## config.mk

```make
export PLATFORM = sky130hd
export DESIGN_NAME = diffeq_job_sequencer
export DESIGN_NICKNAME = d
export VERILOG_FILES = /design/src/rtl/diffeq_pkg.sv /design/src/rtl/diffeq_job_fifo.sv /design/src/rtl/diffeq_job_sequencer.sv
export SDC_FILE = /design/constraint.sdc
export NUM_CORES = 1
export LEC_CHECK = 0
export ABC_AREA = 1
export CAP_MARGIN = 0
export CORE_MARGIN = 1.5
export CORE_UTILIZATION = 41
export DETAILED_ROUTE_END_ITERATION = 16
export DONT_BUFFER_PORTS = 1
export GPL_ROUTABILITY_DRIVEN = 1
export SETUP_SLACK_MARGIN = 0.5
export SYNTH_ARGS = -nofsm -noshare
export SYNTH_HDL_FRONTEND = slang
export SYNTH_SLANG_ARGS = --single-unit
```

## constraint.sdc

```tcl
create_clock -name clk -period 10 [get_ports clk]
set_clock_uncertainty 0.05 [all_clocks]
set_input_delay 2 -clock clk [delete_from_list [all_inputs] [get_ports clk]]
set_output_delay 2 -clock clk [all_outputs]
set_load 0.02 [all_outputs]
```

## src/rtl/diffeq_pkg.sv

```systemverilog
// Shared types for the diffeq job sequencer: FSM states, the job descriptor
// and result record at the default solver word width, and a small decode
// helper used to derive the solver reset from the sequencer state.
package diffeq_pkg;

  // Default data word width of the diffeq solver ports.
  localparam int DEFAULT_WIDTH = 32;

  // Sequencer phases around one solver job.
  typedef enum logic [1:0] {
    IDLE = 2'd0,
    LOAD = 2'd1,
    RUN  = 2'd2,
    DONE = 2'd3
  } state_e;

  // One queued job: initial X/Y/U, x limit A and step DX.
  typedef struct packed {
    logic [DEFAULT_WIDTH-1:0] x;
    logic [DEFAULT_WIDTH-1:0] y;
    logic [DEFAULT_WIDTH-1:0] u;
    logic [DEFAULT_WIDTH-1:0] a;
    logic [DEFAULT_WIDTH-1:0] dx;
  } job_t;

  // One captured result with its watchdog flag.
  typedef struct packed {
    logic [DEFAULT_WIDTH-1:0] x;
    logic [DEFAULT_WIDTH-1:0] y;
    logic [DEFAULT_WIDTH-1:0] u;
    logic                     timeout;
  } result_t;

  // The solver is held in reset whenever no job is being loaded or run.
  function automatic logic solver_held(input state_e s);
    return (s == IDLE) || (s == DONE);
  endfunction

endpackage

```

## src/rtl/diffeq_job_fifo.sv

```systemverilog
// Synchronous FIFO of job descriptors. Power-of-two depth so the read and
// write pointers wrap naturally; an occupancy counter gives full/empty/count.
// A push while full is accepted only together with a pop.
module diffeq_job_fifo
  import diffeq_pkg::*;
#(
  parameter type entry_t = job_t,
  parameter int  DEPTH   = 4
) (
  input  logic                   clk,
  input  logic                   reset,
  input  logic                   push,
  input  entry_t                 push_data,
  input  logic                   pop,
  output entry_t                 pop_data,
  output logic                   full,
  output logic                   empty,
  output logic [$clog2(DEPTH):0] count
);

  localparam int PTR_W   = $clog2(DEPTH);
  localparam int COUNT_W = PTR_W + 1;

  entry_t             mem [DEPTH];
  logic [PTR_W-1:0]   wr_ptr;
  logic [PTR_W-1:0]   rd_ptr;
  logic               do_push;
  logic               do_pop;

  assign full     = (count == COUNT_W'(DEPTH));
  assign empty    = (count == '0);
  assign do_pop   = pop && !empty;
  assign do_push  = push && (!full || do_pop);
  assign pop_data = mem[rd_ptr];

  // Pointer and occupancy bookkeeping.
  always_ff @(posedge clk) begin
    // NOTE: sequential state always uses non-blocking assignments so every
    // flop samples the pre-edge values regardless of statement order.
    if (reset) begin
      wr_ptr <= '0;
      rd_ptr <= '0;
      count  <= '0;
    end else begin
      if (do_push) wr_ptr <= wr_ptr + 1'b1;
      if (do_pop)  rd_ptr <= rd_ptr + 1'b1;
      unique case ({do_push, do_pop})
        2'b10:   count <= count + 1'b1;
        2'b01:   count <= count - 1'b1;
        default: count <= count;
      endcase
    end
  end

  // Entry storage written on accepted pushes.
  always_ff @(posedge clk) begin
    // NOTE: the storage array is deliberately not reset; the pointers and
    // count define which entries are valid, so stale data is never read.
    if (do_push) mem[wr_ptr] <= push_data;
  end

endmodule

```

## src/rtl/diffeq_job_sequencer.sv

```systemverilog
// Upstream feeder for the diffeq solver core. Jobs are queued in a small
// FIFO, then presented one at a time on the solver operand ports, which stay
// stable from load until the next job. A shadow copy of the solver's x
// iteration tells the sequencer exactly when the solver outputs are final;
// an iteration watchdog aborts jobs that never reach A. Results are held in
// a valid/ready channel, and a new job starts only once that slot is free.
module diffeq_job_sequencer
  import diffeq_pkg::*;
#(
  parameter int WIDTH    = DEFAULT_WIDTH,
  parameter int DEPTH    = 4,
  parameter int MAX_ITER = 65535
) (
  input  logic             clk,
  input  logic             reset,
  // job intake
  input  logic             job_valid,
  output logic             job_ready,
  input  logic [WIDTH-1:0] job_x,
  input  logic [WIDTH-1:0] job_y,
  input  logic [WIDTH-1:0] job_u,
  input  logic [WIDTH-1:0] job_a,
  input  logic [WIDTH-1:0] job_dx,
  // result channel
  output logic             res_valid,
  input  logic             res_ready,
  output logic [WIDTH-1:0] res_x,
  output logic [WIDTH-1:0] res_y,
  output logic [WIDTH-1:0] res_u,
  output logic             res_timeout,
  // solver interface
  output logic             sol_reset,
  output logic [WIDTH-1:0] sol_xin,
  output logic [WIDTH-1:0] sol_yin,
  output logic [WIDTH-1:0] sol_uin,
  output logic [WIDTH-1:0] sol_a,
  output logic [WIDTH-1:0] sol_dx,
  input  logic [WIDTH-1:0] sol_xout,
  input  logic [WIDTH-1:0] sol_yout,
  input  logic [WIDTH-1:0] sol_uout
);

  localparam int ITER_W  = $clog2(MAX_ITER + 1);
  localparam int COUNT_W = $clog2(DEPTH) + 1;
  localparam logic [ITER_W-1:0] ITER_LIMIT = ITER_W'(MAX_ITER);

  // Job record at this instance's word width.
  typedef struct packed {
    logic [WIDTH-1:0] x;
    logic [WIDTH-1:0] y;
    logic [WIDTH-1:0] u;
    logic [WIDTH-1:0] a;
    logic [WIDTH-1:0] dx;
  } job_w_t;

  state_e              state;
  logic [WIDTH-1:0]    shadow_x;
  logic [ITER_W-1:0]   iter;
  logic                tmo;

  job_w_t              push_job;
  job_w_t              head_job;
  logic                push;
  logic                pop;
  logic                fifo_full;
  logic                fifo_empty;
  logic [COUNT_W-1:0]  fifo_count;
  logic                res_hs;
  logic                x_below_a;

  assign push_job  = '{x: job_x, y: job_y, u: job_u, a: job_a, dx: job_dx};
  assign job_ready = (fifo_count != COUNT_W'(DEPTH));
  assign push      = job_valid && !fifo_full;
  assign res_hs    = res_valid && res_ready;
  // Start the next job only when the result slot is empty or being drained.
  assign pop       = (state == IDLE) && !fifo_empty && (!res_valid || res_ready);
  assign x_below_a = (shadow_x < sol_a);
  // Reset input ORed with a decode of the state flops; no other logic.
  assign sol_reset = reset || solver_held(state);

  diffeq_job_fifo #(
    .entry_t (job_w_t),
    .DEPTH   (DEPTH)
  ) u_fifo (
    .clk       (clk),
    .reset     (reset),
    .push      (push),
    .push_data (push_job),
    .pop       (pop),
    .pop_data  (head_job),
    .full      (fifo_full),
    .empty     (fifo_empty),
    .count     (fifo_count)
  );

  // Job sequencing FSM: load operands, mirror x, capture and hand off result.
  always_ff @(posedge clk) begin
    if (reset) begin
      state       <= IDLE;
      shadow_x    <= '0;
      iter        <= '0;
      tmo         <= 1'b0;
      sol_xin     <= '0;
      sol_yin     <= '0;
      sol_uin     <= '0;
      sol_a       <= '0;
      sol_dx      <= '0;
      res_valid   <= 1'b0;
      res_x       <= '0;
      res_y       <= '0;
      res_u       <= '0;
      res_timeout <= 1'b0;
    end else begin
      if (res_hs) res_valid <= 1'b0;

      unique case (state)
        IDLE: begin
          // Operands only ever change here, while the solver is in reset.
          if (pop) begin
            sol_xin <= head_job.x;
            sol_yin <= head_job.y;
            sol_uin <= head_job.u;
            sol_a   <= head_job.a;
            sol_dx  <= head_job.dx;
            state   <= LOAD;
          end
        end

        LOAD: begin
          // The solver latches its inputs at this edge; start the mirror.
          shadow_x <= sol_xin;
          iter     <= '0;
          state    <= RUN;
        end

        RUN: begin
          if (x_below_a) begin
            if (iter == ITER_LIMIT) begin
              tmo   <= 1'b1;
              state <= DONE;
            end else begin
              // Modular add matches the solver, including wrap-around.
              shadow_x <= shadow_x + sol_dx;
              iter     <= iter + 1'b1;
            end
          end else begin
            // The solver writes Xout/Yout/Uout at this same edge.
            tmo   <= 1'b0;
            state <= DONE;
          end
        end

        DONE: begin
          if (tmo) begin
            res_x <= shadow_x;
            res_y <= '0;
            res_u <= '0;
          end else begin
            res_x <= sol_xout;
            res_y <= sol_yout;
            res_u <= sol_uout;
          end
          res_timeout <= tmo;
          res_valid   <= 1'b1;
          state       <= IDLE;
        end

        default: state <= IDLE;
      endcase
    end
  end

endmodule

```

==> results.py, run 1 <==
metrics = {
    "clock_network": {
        "ctsResizeCount": 0,
        "cts_tree": "built",
        "insertion_delay_ps": 670,
        "ctsRootBufferMaster": "clkbuf_16",
        "clock_path_buffers": 3,
        "cts.sinks": 956,
        "post_cts.repair.setup_buffers": 0,
        "ctsHoldBuffers": 0,
        "cts_max_level": 3,
        "cts_buffers": 97,
        "clk_pin_slew_ps": 60,
    },
    "die": {
        "initial_core_util_pct": 41.3,
        "dieHeight_um": 312,
        "rows": 113,
        "core_mm2": 0.0949,
        "die-area_mm2": 0.0975,
        "num_io_pins": 520,
        "die_x_um": 312,
    },
    "timing": {
        "finalHoldViolations": 0,
        "fin_tns_setup_ps": 0,
        "relSlewSlack_pct": 20.6,
        "fmax_mhz": 203,
        "setup_viol": 0,
        "fin_crit_ps": 4930,
        "rsz0062_at_grt": "no",
        "finalCritPeriodShare_pct": 49.3,
        "slew_viol_final": 0,
        "tightest_slew_ps": 1190,
    },
    "synthesis": {
        "synth-edff-count": 640,
        "yosysWarnings": 0,
        "ys_top_cells_by_count": "737 x nor2_1, 640 x edfxtp_1, 574 x nand2_1",
        "synth_nets": 4195,
        "syn_area_mm2": 0.0392,
        "synth.most_common_cell": "nor2_1",
        "synth_top_area_share_pct": 49.0,
        "synthTopCellsByArea": "edfxtp_1 49%, dfxtp_1 16%, nor2_1 7.1%",
        "ys_async_sr_fraction_pct": 0,
        "ys.flop_type": "edfxtp_1",
        "netlist_instances": 3860,
        "ys_seq_area_share_pct": 65.1,
        "yosys_register_bits": 956,
        "ys_types": 41,
        "avgSynthCellArea_um2": 10.2,
        "synth_top_cell_by_area": "edfxtp_1",
    },
    "grt": {
        "antenna_found_initial": 2,
        "grt_max_degree": 129,
        "overflow": 0,
        "grt_usage_pct": 22.0,
        "grt_pass1_wl_mm": 161,
        "first_global_vias": 24700,
    },
    "pwr": {
        "peakVddDrop_mv": 0.179,
        "power_frac_seq_pct": 46.9,
        "combinationalPowerShare_pct": 23.4,
        "leakagePower_nw": 15.9,
        "power_density_mw_per_mm2": 278,
        "p_sw_share_pct": 36.0,
        "internal_power_mw": 7.72,
        "clkPwrFrac_pct": 29.7,
        "p_switching_mw": 4.35,
    },
    "place": {
        "dpl.hpwl_mm": 71.0,
        "port_buffers": 0,
        "gp_congestion": 0.938,
    },
    "route": {
        "wire_per_inst_um": 21.7,
        "wirelength_mm": 111,
        "drt_iter0_drc": 1848,
        "viasPerCell": 5.26,
        "ant_nets": 0,
        "via_count": 26900,
        "drc": 0,
        "dr.pass1.iters": 6,
    },
    "critical_path": {
        "worst_ep_required_time_ps": 7950,
        "critPathBufInv": 1,
        "max_stage_delay_ps": 460,
        "startpoint_type": "primary input",
        "path_class": "primary input to output pin",
        "cp_cell_sequence": "inv_6, nand2_1",
        "cp_max_fo": 87,
        "reg2reg_setup_slack_ps": 6230,
        "end_kind": "output pin",
        "rr_startpoint": "u_fifo.count[1]$_SDFFE_PP0P_",
        "cp.arrival_ps": 2880,
        "cp_slowest_cell": "inv_6",
        "cp_top_family": "buffers and inverters",
        "rr_worst_depth": 6,
        "rr_endpoint": "u_fifo.mem[2][123]$_DFFE_PP_",
    },
    "min_path": {
        "hp-start": "u_fifo.count[2]$_SDFFE_PP0P_",
        "min_to": "u_fifo.count[2]$_SDFFE_PP0P_",
        "worst_hold_path.num_cells": 2,
        "min_path_type": "flop to flop",
    },
    "finish": {
        "num-fill-cells": 8749,
        "nets": 4105,
        "final_util_pct": 45.7,
        "drive_gt1_share_pct": 7.43,
        "area_delta_synth_final_pct": 10.6,
        "diodes": 0,
    },
    "flow_run": {
        "cap_violations": 0,
    },
    "status": {
        "status": "complete, no violations",
    },
}
-- cells by family (layout without fill, tap and decap cells) --
group                    Yosys count  after routing  synth area share, %
AND/OR/NAND/NOR                 1518           1518                 15.9
XOR/XNOR                          13             13                0.290
flip-flops                       956            956                 65.1
AO/OA/AOI/OAI                    841            841                 11.5
adder cells (fa/ha/maj)           75             75                 2.43
buffers and inverters            457            447                 4.69
-- power by group through the flow --
| stage | registers (mW) | clock network (mW) | logic [mW] |
|---|---|---|---|
| after CTS | 5.67 | 3.66 | 2.87 |
| after global placement | 5.75 | 0 | 2.81 |
| after global routing | 5.70 | 3.81 | 3.21 |
| after floorplan | 5.45 | 0 | 2.20 |
| final | 5.66 | 3.58 | 2.83 |
| after detailed placement | 5.75 | 0 | 2.86 |
-- metrics by stage --
stage	area (µm²)	instances	hold slack (ps)	power, mW	setup WS (ps)
global route	43400	5115	484	12.7	5030
floorplan	39200	3860	400	7.65	442
detailed placement	40200	4936	428	8.61	5060
finish	43400	5115	441	12.1	5070
global placement	40200	4936	419	8.56	5090
CTS	43400	5115	442	12.2	5050
-- metal layers --
layer | vias to the layer above | track usage [%] | routed length, µm
li1 | 13000 | - | -
met3 | 196 | 6.70 | 9180
met5 | - | 0 | 0
met1 | 12800 | 26.0 | 43600
met2 | 880 | 37.6 | 53900
met4 | 0 | 8.48 | 4340
-- layout make-up --
class	instances	area, µm²	share of cell area, %
clock inverter	44	393	0.906
tap	1265	1580	3.65
clock buffer	135	2760	6.37
timing repair buffer	29	268	0.618
multi-input combinational	2447	11900	27.4
inverter	239	927	2.14
sequential	956	25600	58.9
-- worst max-delay path by stage --
stage / cells past startpoint / from / endpoint / slack [ps]
after global placement: 2 / reset / sol_reset / 5090
after detailed placement: 2 / reset / sol_reset / 5060
after CTS: 2 / reset / sol_reset / 5050
after global routing: 2 / reset / sol_reset / 5030
after floorplan: 2 / job_valid / u_fifo.mem[0][0]$_DFFE_PP_ / 440
final: 2 / reset / sol_reset / 5070
-- sequential cells by signal (all words and copies together) (netlist names), 3 cells and up --
register	flops
u_fifo.count	3
u_fifo.mem	640
shadow_x	32
sol_xin	32
res_y	32
sol_yin	32
iter	16
res_x	32
sol_a	32
sol_uin	32
sol_dx	32
res_u	32
-- worst min-delay path: cells and delay by family (launching register included) --
| family | cells | cell delay (ps) |
|---|---|---|
| AOI/OAI and AO/OA | 1 | 50 |
| DFF | 1 | 320 |
| buffers and inverters | 1 | 70 |
-- cells in the final DEF (no fill, tap or decap), drive strengths merged, types with 19 or more instances in the layout --
| cell type | instances |
|---|---|
| nand4 | 19 |
| ha | 73 |
| clkbuf | 135 |
| nand3 | 102 |
| nand2 | 577 |
| buf | 29 |
| o21ai | 509 |
| a21oi | 127 |
| edfxtp | 640 |
| a31oi | 161 |
| clkinv | 26 |
| nor2 | 800 |
| o211ai | 33 |
| inv | 243 |
| dfxtp | 316 |
(Power assumes the default switching activity.)
==> run 2, diff against run 1 <==
==> constraint.sdc (replaced) <==
create_clock -name clk -period 4.45 [get_ports clk]
set_clock_uncertainty 0.05 [all_clocks]
set_input_delay 0.89 -clock clk [delete_from_list [all_inputs] [get_ports clk]]
set_output_delay 0.89 -clock clk [all_outputs]
set_load 0.02 [all_outputs]
==> results.py, run 2 (same netlist as run 1, synthesis figures left out) <==
metrics = {
    "route": {
        "via_count": 26900,
        "top_layer_used": "met4",
        "dr.pass1.iters": 5,
        "wirelength_mm": 111,
        "viasPerCell": 5.24,
        "met2_length_mm": 53.1,
        "ant_nets": 0,
        "wl_met1_mm": 43.8,
        "drt_iter0_drc": 1834,
        "dr_wl_met3_mm": 9.20,
        "wire_per_inst_um": 21.6,
        "drc": 0,
    },
    "pwr": {
        "p_sw_share_pct": 36.2,
        "internal_power_mw": 17.6,
        "power_density_mw_per_mm2": 631,
        "clkPwrFrac_pct": 30.4,
        "power_frac_seq_pct": 45.8,
        "combinationalPowerShare_pct": 23.9,
        "p_switching_mw": 9.98,
        "peakVddDrop_mv": 0.744,
        "total_power_mw": 27.6,
        "leakagePower_nw": 16.0,
    },
    "critical_path": {
        "startpoint_type": "flop",
        "worst_ep_required_time_ps": 4940,
        "end_kind": "flop",
        "reg2reg_setup_slack_ps": 1360,
        "cp.arrival_ps": 3580,
        "cp_max_fo": 40,
        "path_class": "flop to flop",
        "rr_endpoint": "shadow_x[4]$_SDFFE_PP0P_",
        "rr_startpoint": "sol_a[31]$_SDFFE_PP0P_",
        "rr_worst_depth": 12,
    },
    "min_path": {
        "min_path_type": "primary input to flop",
        "min_to": "res_y[22]$_SDFFE_PP0P_",
        "hp-start": "reset",
        "worst_hold_path.num_cells": 1,
    },
    "timing": {
        "finalCritPeriodShare_pct": 69.4,
        "relSlewSlack_pct": 21.5,
        "rsz0062_at_grt": "no",
        "fin_tns_setup_ps": 0,
        "tightest_slew_ps": 1180,
        "slew_viol_final": 0,
        "fin_crit_ps": 3090,
        "fmax_mhz": 324,
        "setup_viol": 0,
        "hold_ws_ps": 216,
        "finalHoldViolations": 0,
        "setup_slack_ps": 1360,
    },
    "finish": {
        "area_delta_synth_final_pct": 11.5,
        "regMostFlops": "u_fifo.mem",
        "nets": 4113,
        "final_util_pct": 46.1,
        "num-fill-cells": 8658,
        "drive_gt1_share_pct": 7.76,
        "layout_common_cells": "732 x nor2_1, 640 x edfxtp_1, 573 x nand2_1",
        "largest_reg_flops": 640,
        "final_common_cell": "nor2_1",
        "multiInputGateArea_mm2": 0.0119,
        "regArea_mm2": 0.0256,
    },
    "die": {
        "num_io_pins": 520,
        "rows": 113,
        "initial_core_util_pct": 41.3,
        "dieHeight_um": 312,
        "die_x_um": 312,
        "core_mm2": 0.0949,
        "die-area_mm2": 0.0975,
    },
    "clock_network": {
        "ctsResizeCount": 0,
        "post_cts.repair.setup_buffers": 0,
        "insertion_delay_ps": 710,
        "clk_pin_slew_ps": 60,
        "ctsHoldBuffers": 0,
        "cts_buffers": 100,
        "cts_tree": "built",
        "cts_max_level": 3,
        "clock_path_buffers": 3,
        "ctsRootBufferMaster": "clkbuf_16",
        "cts.sinks": 956,
    },
    "place": {
        "gp_congestion": 0.926,
        "dpl.hpwl_mm": 70.8,
        "port_buffers": 0,
        "dpl_worst_slack_ps": 1380,
    },
    "grt": {
        "overflow": 0,
        "grt_max_degree": 207,
        "antenna_found_initial": 2,
        "grt_pass1_wl_mm": 161,
        "first_global_vias": 25000,
        "grt_usage_pct": 22.1,
    },
    "status": {
        "status": "complete, no violations",
    },
    "flow_run": {
        "cap_violations": 0,
    },
}
## run 2: cell count changes in the layout (fill, tap and decap cells not counted), sizes merged
cell	previous run	this run
bufinv	5	6
clkinvlp	9	6
diode	0	2
inv	243	244
clkinv	26	32
buf	29	34
clkbuf	135	140
## run 2: worst max path at each step
stage                                       endpoint  slack, ps              startpoint  depth (start not counted)
final                       shadow_x[4]$_SDFFE_PP0P_       1360  sol_a[31]$_SDFFE_PP0P_                         12
after global routing       shadow_x[14]$_SDFFE_PP0P_       1180  sol_a[31]$_SDFFE_PP0P_                         12
after CTS                  shadow_x[12]$_SDFFE_PP0P_       1350  sol_a[31]$_SDFFE_PP0P_                         12
after detailed placement        iter[8]$_SDFFE_PP0P_       1380  sol_a[31]$_SDFFE_PP0P_                         12
after global placement     shadow_x[22]$_SDFFE_PP0P_       1470  sol_a[31]$_SDFFE_PP0P_                         12
after floorplan           u_fifo.mem[0][0]$_DFFE_PP_        570               job_valid                          2
## run 2: layout make-up
class | instances | share of cell area [%]
flip-flops and latches | 956 | 58.4
repair buffers | 34 | 0.984
diodes | 2 | 0.0114
multi-input cells | 2447 | 27.2
well taps | 1265 | 3.62
clock inverters | 49 | 1.19
clock buffers | 140 | 6.48
inverters | 239 | 2.12
## run 2: critical path, stage by stage (launching register included)
cell and delay, ps:
dfxtp_1 500, inv_1 120, ha_1 310, nand2_1 80, nor2_1 180, nand4_1 170, nor2_1 230, nand2_1 280
nand3_4 240, buf_4 510, nand3_2 100, nand2_1 100, nor2_2 40
## run 2: per-layer routing
layer	track usage, %	up-vias
met1	26.3	12700
met3	6.58	194
met2	37.1	907
met5	0	-
li1	-	13100
met4	9.08	0
## run 2: per-stage QoR
step / std cells / cell area (µm²)
after global placement: 4941 / 40400
after floorplan: 3860 / 39200
after global routing: 5131 / 43700
after CTS: 5130 / 43700
final: 5132 / 43700
after detailed placement: 4941 / 40400
## run 2: power by group through the flow
stage               clock network, mW  logic [mW]  registers [mW]
floorplan                           0        4.95            12.1
global placement                    0        6.54            12.8
detailed placement                  0        6.63            12.8
CTS                              8.56        6.65            12.7
global route                     8.88        7.45            12.7
finish                           8.38        6.58            12.6
